### config.mk
export PLATFORM = sky130hd
export DESIGN_NAME = ex_stage_reg
export DESIGN_NICKNAME = d
export VERILOG_FILES = /design/src/rtl/ex_stage_reg.sv
export SDC_FILE = /design/constraint.sdc
export NUM_CORES = 1
export LEC_CHECK = 0
export CORE_MARGIN = 5
export CORE_UTILIZATION = 46
export DETAILED_ROUTE_END_ITERATION = 10
export PLACE_DENSITY = 0.91
export SLEW_MARGIN = 20
export SYNTH_ARGS = -nofsm -noshare
export SYNTH_HDL_FRONTEND = slang
export SYNTH_SLANG_ARGS = --single-unit
### constraint.sdc
create_clock -name i_clk -period 0.8 [get_ports i_clk]
set_input_delay 0.24 -clock i_clk [delete_from_list [all_inputs] [get_ports i_clk]]
set_output_delay 0.24 -clock i_clk [all_outputs]
set_load 0.02 [all_outputs]
### src/rtl/ex_stage_reg.sv
// ex_stage_reg: MIPS execute stage plus EX/MEM pipeline register.
//
// Decodes ALU control from ALUOp/funct, runs the ALU, adds the branch
// target, picks the destination register and registers everything toward
// MEM with one cycle of latency.
//
// Ports:
//   i_clk, i_rstn        clock (rising) and asynchronous active-low reset
//   i_stall, i_flush     hold all outputs / clear registered control bits
//   i_MemtoReg .. i_ALUOp ID/EX control bits
//   i_PCplus4, i_Rdata1, i_Rdata2, i_signextImmediate  ID/EX datapath
//   i_Rs, i_RegDst1, i_RegDst2  rs / rt / rd register fields
//   i_MemWb_*            MEM/WB write-back, used as a forwarding source
//   o_*                  registered EX/MEM controls, flags and data
//
// Optional feature (macro FORWARDING_EN): when defined, rs/rt operands are
// forwarded from EX/MEM (this register) first, then from MEM/WB. When
// undefined, i_Rs and i_MemWb_* are ignored.

module ex_stage_reg #(
  parameter int unsigned DATA_W = 32,
  parameter int unsigned REG_AW = 5
) (
  input  logic              i_clk,
  input  logic              i_rstn,
  input  logic              i_stall,
  input  logic              i_flush,
  input  logic              i_MemtoReg,
  input  logic              i_MemWrite,
  input  logic              i_MemRead,
  input  logic              i_Branch,
  input  logic              i_ALUSrc,
  input  logic              i_RegDst,
  input  logic              i_RegWrite,
  input  logic [1:0]        i_ALUOp,
  input  logic [DATA_W-1:0] i_PCplus4,
  input  logic [DATA_W-1:0] i_Rdata1,
  input  logic [DATA_W-1:0] i_Rdata2,
  input  logic [DATA_W-1:0] i_signextImmediate,
  input  logic [REG_AW-1:0] i_Rs,
  input  logic [REG_AW-1:0] i_RegDst1,
  input  logic [REG_AW-1:0] i_RegDst2,
  input  logic              i_MemWb_RegWrite,
  input  logic [REG_AW-1:0] i_MemWb_WriteReg,
  input  logic [DATA_W-1:0] i_MemWb_Data,
  output logic              o_MemtoReg,
  output logic              o_MemWrite,
  output logic              o_MemRead,
  output logic              o_Branch,
  output logic              o_RegWrite,
  output logic              o_Zero,
  output logic [DATA_W-1:0] o_ALUResult,
  output logic [DATA_W-1:0] o_BranchTarget,
  output logic [DATA_W-1:0] o_StoreData,
  output logic [REG_AW-1:0] o_WriteReg
);

  localparam logic [5:0] FUNCT_ADD = 6'b100000;
  localparam logic [5:0] FUNCT_SUB = 6'b100010;
  localparam logic [5:0] FUNCT_AND = 6'b100100;
  localparam logic [5:0] FUNCT_OR  = 6'b100101;
  localparam logic [5:0] FUNCT_NOR = 6'b100111;
  localparam logic [5:0] FUNCT_SLT = 6'b101010;

  typedef enum logic [2:0] {
    ALU_ADD,
    ALU_SUB,
    ALU_AND,
    ALU_OR,
    ALU_NOR,
    ALU_SLT
  } alu_op_e;

  // Pipeline register state
  logic              mem_to_reg_q, mem_to_reg_d;
  logic              mem_write_q,  mem_write_d;
  logic              mem_read_q,   mem_read_d;
  logic              branch_q,     branch_d;
  logic              reg_write_q,  reg_write_d;
  logic              zero_q,       zero_d;
  logic [DATA_W-1:0] alu_q,        alu_d;
  logic [DATA_W-1:0] target_q,     target_d;
  logic [DATA_W-1:0] store_q,      store_d;
  logic [REG_AW-1:0] wr_q,         wr_d;

  logic              load_c;
  alu_op_e           alu_op_c;
  logic [DATA_W-1:0] rs_val_c;
  logic [DATA_W-1:0] rt_val_c;
  logic [DATA_W-1:0] op_b_c;

  // Operand selection (forwarding when enabled)
`ifdef FORWARDING_EN
  always_comb begin
    rs_val_c = i_Rdata1;
    rt_val_c = i_Rdata2;
    if (reg_write_q && (wr_q != '0) && (wr_q == i_Rs)) begin
      rs_val_c = alu_q;
    end else if (i_MemWb_RegWrite && (i_MemWb_WriteReg != '0) &&
                 (i_MemWb_WriteReg == i_Rs)) begin
      rs_val_c = i_MemWb_Data;
    end
    if (reg_write_q && (wr_q != '0) && (wr_q == i_RegDst1)) begin
      rt_val_c = alu_q;
    end else if (i_MemWb_RegWrite && (i_MemWb_WriteReg != '0) &&
                 (i_MemWb_WriteReg == i_RegDst1)) begin
      rt_val_c = i_MemWb_Data;
    end
  end
`else
  logic unused_fwd_c;
  assign unused_fwd_c = ^{i_Rs, i_MemWb_RegWrite, i_MemWb_WriteReg, i_MemWb_Data};

  always_comb begin
    rs_val_c = i_Rdata1;
    rt_val_c = i_Rdata2;
  end
`endif

  // ALU control decode
  always_comb begin
    alu_op_c = ALU_ADD;
    case (i_ALUOp)
      2'b01: alu_op_c = ALU_SUB;
      2'b10: begin
        case (i_signextImmediate[5:0])
          FUNCT_ADD: alu_op_c = ALU_ADD;
          FUNCT_SUB: alu_op_c = ALU_SUB;
          FUNCT_AND: alu_op_c = ALU_AND;
          FUNCT_OR:  alu_op_c = ALU_OR;
          FUNCT_NOR: alu_op_c = ALU_NOR;
          FUNCT_SLT: alu_op_c = ALU_SLT;
          default:   alu_op_c = ALU_ADD;
        endcase
      end
      default: alu_op_c = ALU_ADD;
    endcase
  end

  // ALU, branch target, destination select and next-state
  always_comb begin
    op_b_c = i_ALUSrc ? i_signextImmediate : rt_val_c;

    alu_d = rs_val_c + op_b_c;
    case (alu_op_c)
      ALU_SUB: alu_d = rs_val_c - op_b_c;
      ALU_AND: alu_d = rs_val_c & op_b_c;
      ALU_OR:  alu_d = rs_val_c | op_b_c;
      ALU_NOR: alu_d = ~(rs_val_c | op_b_c);
      ALU_SLT: alu_d = DATA_W'($signed(rs_val_c) < $signed(op_b_c));
      default: alu_d = rs_val_c + op_b_c;
    endcase

    zero_d   = (alu_d == '0);
    target_d = i_PCplus4 + {i_signextImmediate[DATA_W-3:0], 2'b00};
    store_d  = rt_val_c;
    wr_d     = i_RegDst ? i_RegDst2 : i_RegDst1;

    // Flush turns the instruction into a bubble; data fields are don't-care
    mem_to_reg_d = i_MemtoReg & ~i_flush;
    mem_write_d  = i_MemWrite & ~i_flush;
    mem_read_d   = i_MemRead  & ~i_flush;
    branch_d     = i_Branch   & ~i_flush;
    reg_write_d  = i_RegWrite & ~i_flush;
  end

  // Flush overrides stall so a bubble can be injected into a held stage
  assign load_c = ~i_stall | i_flush;

  // EX/MEM register
  always_ff @(posedge i_clk or negedge i_rstn) begin
    if (!i_rstn) begin
      mem_to_reg_q <= 1'b0;
      mem_write_q  <= 1'b0;
      mem_read_q   <= 1'b0;
      branch_q     <= 1'b0;
      reg_write_q  <= 1'b0;
      zero_q       <= 1'b0;
      alu_q        <= '0;
      target_q     <= '0;
      store_q      <= '0;
      wr_q         <= '0;
    end else if (load_c) begin
      mem_to_reg_q <= mem_to_reg_d;
      mem_write_q  <= mem_write_d;
      mem_read_q   <= mem_read_d;
      branch_q     <= branch_d;
      reg_write_q  <= reg_write_d;
      zero_q       <= zero_d;
      alu_q        <= alu_d;
      target_q     <= target_d;
      store_q      <= store_d;
      wr_q         <= wr_d;
    end
  end

  assign o_MemtoReg     = mem_to_reg_q;
  assign o_MemWrite     = mem_write_q;
  assign o_MemRead      = mem_read_q;
  assign o_Branch       = branch_q;
  assign o_RegWrite     = reg_write_q;
  assign o_Zero         = zero_q;
  assign o_ALUResult    = alu_q;
  assign o_BranchTarget = target_q;
  assign o_StoreData    = store_q;
  assign o_WriteReg     = wr_q;

endmodule

==> summary.md, run 1 <==
| Metric | Value |
|---|---|
| Run status | did not finish |
| Exit stage | global routing |
| Run-stopping error | [ERROR GRT-0232] Routing congestion too high. Check the congestion heatmap in the GUI. |
| Ranking of synthesized cells by area | dfrtp_1 (24%), ha_1 (16%), nand2_1 (6.6%) |
| Mapped Area | 0.0113 sq mm |
| Clock Path Buffers | 2 |
| Mux cell area share after synthesis | 4.42% |
| Number of synthesized flops with an enable pin | 0 |
| Die width | 167 um |
| Starting density of the core | 46.6% |
| Synth Area in Compound Gates | 25.1% |
| Post-Synth Adder-Cell Area | 16.3% |
| Clock sinks | 107 |
| Async set-reset flop share out of synthesis | 100% |
| Post-DP HPWL | 43,000 um |
| Global-route usage over all layers | 85.5% |
| Yosys warning count | 0 |
| # port buffers | 257 |
| H-tree depth | 3 |
| Number of buffers created by CTS | 9 |
| Synth Area in XOR/XNOR | 3.49% |
| Cell chosen for the clock root | clkbuf_16 |
| Syn_nets | 1,781 |
| Synth top area share | 23.7% |
| Largest family of logic cells by synthesized area | compound AO/OA/AOI/OAI gates |
| Mean post-synth cell area | 7.83 sq um |
| Sequential fraction of the synthesis area | 23.7% |
| Post-synthesis cell type count | 92 |
| Post-Place Cells | 2,414 |
| Area leader, netlist | dfrtp_1 |
| Gr ovfl total | 425 |
| Post-Place Worst Slack | -3480 ps |
| Synth Area in Simple Gates | 21.1% |
| Gp weighted congestion | 1.09 |
| Die Y | 167 um |
| I/O pin cnt | 301 |
| Count leader, synth | nand2_1 |
| Syn Inst Count | 1,442 |
| Largest net degree at the start of global routing | 51 |
| Post-synthesis register bit count | 107 |
| Commonest cells post-synth | nand2_1 (199), nor2_1 (145), ha_1 (142), a21oi_1 (119), dfrtp_1 (107) |
| Row Count | 57 |
| Synth Flop Type | dfrtp_1 |
stage by stage:
stage,util (%),hold WS (ps),area (sq um)
floorplan,-,-55.6,12000
CTS,82.2,296,19900
detailed placement,74.0,141,17900
global placement,74.0,138,17900
cell families after synthesis:
kind of cell,after synthesis
AND/OR/NAND/NOR,515
flip-flops,107
XOR/XNOR,45
AO/OA/AOI/OAI,415
buffers and inverters,166
multiplexers,49
adder cells (fa/ha/maj),145
metal layers:
metal | track usage (%) | GRT overflow
met5 | 60.3 | 8
met4 | 86.3 | 139
met3 | 80.1 | 44
met1 | 82.3 | 34
met2 | 95.6 | 200
repair_timing:
action,4_1_cts
hold buffers,1
setup buffers,64
endpoints found under the setup margin,214
resized for setup,383
pin swaps,130
hold endpoints to repair,8
gates cloned,1
==> run 2, diff against run 1 <==
--- a/config.mk
+++ b/config.mk
@@ -6,9 +6,9 @@
 export NUM_CORES = 1
 export LEC_CHECK = 0
 export CORE_MARGIN = 5
-export CORE_UTILIZATION = 46
+export CORE_UTILIZATION = 40
 export DETAILED_ROUTE_END_ITERATION = 10
-export PLACE_DENSITY = 0.91
+export PLACE_DENSITY_LB_ADDON = 0.15
 export SLEW_MARGIN = 20
 export SYNTH_ARGS = -nofsm -noshare
 export SYNTH_HDL_FRONTEND = slang
==> constraint.sdc (replaced) <==
create_clock -name i_clk -period 1.05 [get_ports i_clk]
set_input_delay 0.315 -clock i_clk [delete_from_list [all_inputs] [get_ports i_clk]]
set_output_delay 0.315 -clock i_clk [all_outputs]
set_load 0.02 [all_outputs]
==> run 2 against run 1 <==
Compared with the run above:
- the flow now finishes, with violations (negative setup slack)
- area after synthesis unchanged
- synthesized cell count stayed put
==> summary.md, run 2 <==
| Metric | Value |
|---|---|
| Run status | complete, but fails checks (was did not finish) |
| Violated checks | negative setup slack |
| Yosys warning count | 0 (unchanged) |
| H-tree depth | 3 (unchanged) |
| Crit path top cell by count | buf_4 |
| 1st-iter DRT viols | 1,615 |
| Area delta synth->final | 97.8% |
| Starting density of the core | 40.5% (was 46.6%) |
| Rel. slew slack | 57.7% |
| Largest net degree at the start of global routing | 34 |
| Global-route usage over all layers | 34.4% |
| Mapped Area | 0.0113 sq mm (unchanged) |
| Post-synthesis register bit count | 107 (unchanged) |
| Async set-reset flop share out of synthesis | 100% (unchanged) |
| Worst-skew pair later-pin latency | 360 ps |
| Finished Layout Cells | 2,718 |
| Core Area | 0.0279 sq mm |
| Hold Slack | 222 ps |
| Max Cap Viol | 0 |
| Final Slew Violations | 0 |
| Crit path largest cell delay | 360 ps |
| WL/cell | 23.3 um |
| CP startpoint kind | primary input |
| Vias in the first global route | 15,039 |
| Commonest non-fill, non-tap cell in the layout | buf_4 |
| DR vias | 15,808 |
| Final count of hold timing violations | 0 |
| Worst EP required | 1330 ps |
| Critical Path End Type | flip-flop |
| Clock sinks | 107 (unchanged) |
| Gp weighted congestion | 0.937 (was 1.09) |
| Syn Inst Count | 1,442 (unchanged) |
| Worst hold path type | in2reg |
| Setup ws final | -2620 ps |
| CTS tree | yes |
| Unrepaired setup endpoints after global routing | yes |
| Critical Setup Path Class | in2reg |
| Number of synthesized flops with an enable pin | 0 (unchanged) |
| Worst Tran Pin Value | 617 ps |
| Post-synthesis cell type count | 92 (unchanged) |
| Die width | 178 um (was 167 um) |
| Post-Place Worst Slack | -3230 ps (was -3480 ps) |
| Fmax | 272 MHz |
| Number of buffers created by CTS | 9 (unchanged) |
| Post-Place Cells | 2,514 (was 2,414) |
| Final ANT Viol Nets | 0 |
| Seq. cell area | 0.00268 sq mm |
| Clock Path Buffers | 2 (unchanged) |
| Die area | 0.0317 sq mm |
| # setup viols final | 207 |
| Leak pwr | 10.8 nW |
| Routed wire length | 63,300 um |
| Cell chosen for the clock root | clkbuf_16 (unchanged) |
| Share of cells above drive strength 1 | 47.6% |
| Worst-path clk slew | 80 ps |
| # port buffers | 257 (unchanged) |
| Global-route wire length before repair | 85,100 um |
| Gr ovfl total | 0 |
| Layout Nets | 2,670 |
| Syn_nets | 1,781 (unchanged) |
| # fillers | 1,700 |
| Min Tclk post-route | 3670 ps |
| Die Y | 178 um (was 167 um) |
| Commonest cells after routing, fill and taps aside | buf_4 (596), nand2_1 (190), buf_6 (158), nor2_1 (133), dfrtp_1 (107) |
| Slowest cell on crit path | mux2i_4 |
| Synth Flop Type | dfrtp_1 (unchanged) |
| Post-DP HPWL | 39,800 um (was 43,000 um) |
| # DRC | 0 |
| Clock skew | 0 ps |
| Row Count | 61 (was 57) |
| Via density | 5.82 |
| Ranking of synthesized cells by area | dfrtp_1 (24%), ha_1 (16%), nand2_1 (6.6%) (unchanged) |
| Sequential fraction of the synthesis area | 23.7% (unchanged) |
| Area of the multi-input gates | 0.00999 sq mm |
| CP cell instances | buf_12 -> buf_16 -> buf_12 -> mux2i_4 -> buf_6 -> ha_4 -> inv_2 -> buf_4 -> o2111a_1 -> and2_4 -> o211ai_1 -> a211oi_1 -> buf_4 -> nor3_1 -> nor3b_1 -> buf_4 -> o21bai_1 -> nor4_1 -> and4bb_1 -> nand4_1 -> o31ai_2 |
| I/O pin cnt | 301 (unchanged) |
| Signal arrival time at the worst endpoint | 3950 ps |
| Worst vdd ir | 976 uV |
| Synth top area share | 23.7% (unchanged) |
| Mean post-synth cell area | 7.83 sq um (unchanged) |
| Area leader, netlist | dfrtp_1 (unchanged) |
| Pwr Density | 1100 mW/mm^2 |
| Reg2reg setup slack | -160 ps |
| Count leader, synth | nand2_1 (unchanged) |
| Commonest cells post-synth | nand2_1 (199), nor2_1 (145), ha_1 (142), a21oi_1 (119), dfrtp_1 (107) (unchanged) |
| Initial antenna violation count | 6 |
| Fin crit share | 350% |
| Crit-path max FO | 8 |
| DR pass1 iterations | 8 |
## run 2: cell counts after synthesis
No cell type changed its count.
## run 2: cell type report
type	count	area share [%]
timing repair buffer	938	38.1
inverter	106	1.81
clock inverter	6	0.241
multi-input combinational	1169	44.7
sequential	107	12.0
tap	378	2.12
clock buffer	10	1.02
antenna	4	0.0448
## run 2: layer usage
metal | up-vias | wire, um | global-route usage (%)
met5 | - | 27 | 0
met4 | 4 | 3730 | 13.6
met3 | 296 | 5940 | 5.00
met2 | 998 | 28900 | 56.4
met1 | 7574 | 24700 | 45.9
li1 | 6936 | - | -
## run 2: worst max-delay path, delay by kind of cell
family / cells / cell delay, ps
adders and majority gates: 1 / 190
muxes: 1 / 360
buffers and inverters: 8 / 1080
AOI/OAI and AO/OA: 5 / 970
and+or+nand+nor: 6 / 1010
## run 2: cell families (layout without fill, tap and decap cells)
group	count (synthesis)	count (layout)	share of synthesized area, %
other	0	4	0
multiplexers	49	49	4.42
adder cells (fa/ha/maj)	145	145	16.3
AO/OA/AOI/OAI	415	415	25.1
buffers and inverters	166	1060	5.87
AND/OR/NAND/NOR	515	515	21.1
XOR/XNOR	45	45	3.49
flip-flops	107	107	23.7
## run 2: worst paths after layout
| check | start | to | cells past startpoint |
|---|---|---|---|
| hold / removal | i_Rdata2[7] | o_StoreData[7] | 3 |
| setup reg to reg | o_BranchTarget[10] | o_BranchTarget[10] | 5 |
| setup / recovery | i_ALUSrc | o_Zero | 21 |
| min in group asynchronous | i_rstn | o_StoreData[18] | 2 |
| hold reg to reg | o_StoreData[29] | o_StoreData[29] | 2 |
| max in group asynchronous | i_rstn | o_ALUResult[14] | 3 |
## run 2: power breakdown
part | switching (mW) | internal [mW] | total (mW)
Sequential | 0.596 | 4.80 | 5.39
Clock | 1.80 | 1.67 | 3.47
Combinational | 7.65 | 8.11 | 15.8
Total | 10.0 | 14.6 | 24.6
## run 2: metrics by stage
stage | TNS (ps) | power [mW] | utilization (%) | instance area [sq um]
4_1_cts | -118570 | 22.2 | 74.9 | 20900
3_3_place_gp | -183370 | 16.9 | 66.0 | 18400
3_5_place_dp | -187500 | 17.0 | 66.0 | 18400
6_report | -124940 | 24.6 | 80.2 | 22300
2_1_floorplan | -87690 | 10.7 | - | 12000
5_1_grt | -131440 | 25.5 | 80.2 | 22300
## run 2: repair_timing
item                                    in CTS  in global routing
gates resized for setup                    896                187
endpoints found under the hold margin       12                  0
cloned                                      13                  0
endpoints found under the setup margin     209                208
buffers inserted                           100                 93
pin swaps                                  121                129
hold buffers                                 1                  0
Note: power is estimated with default switching activity, not from simulation.
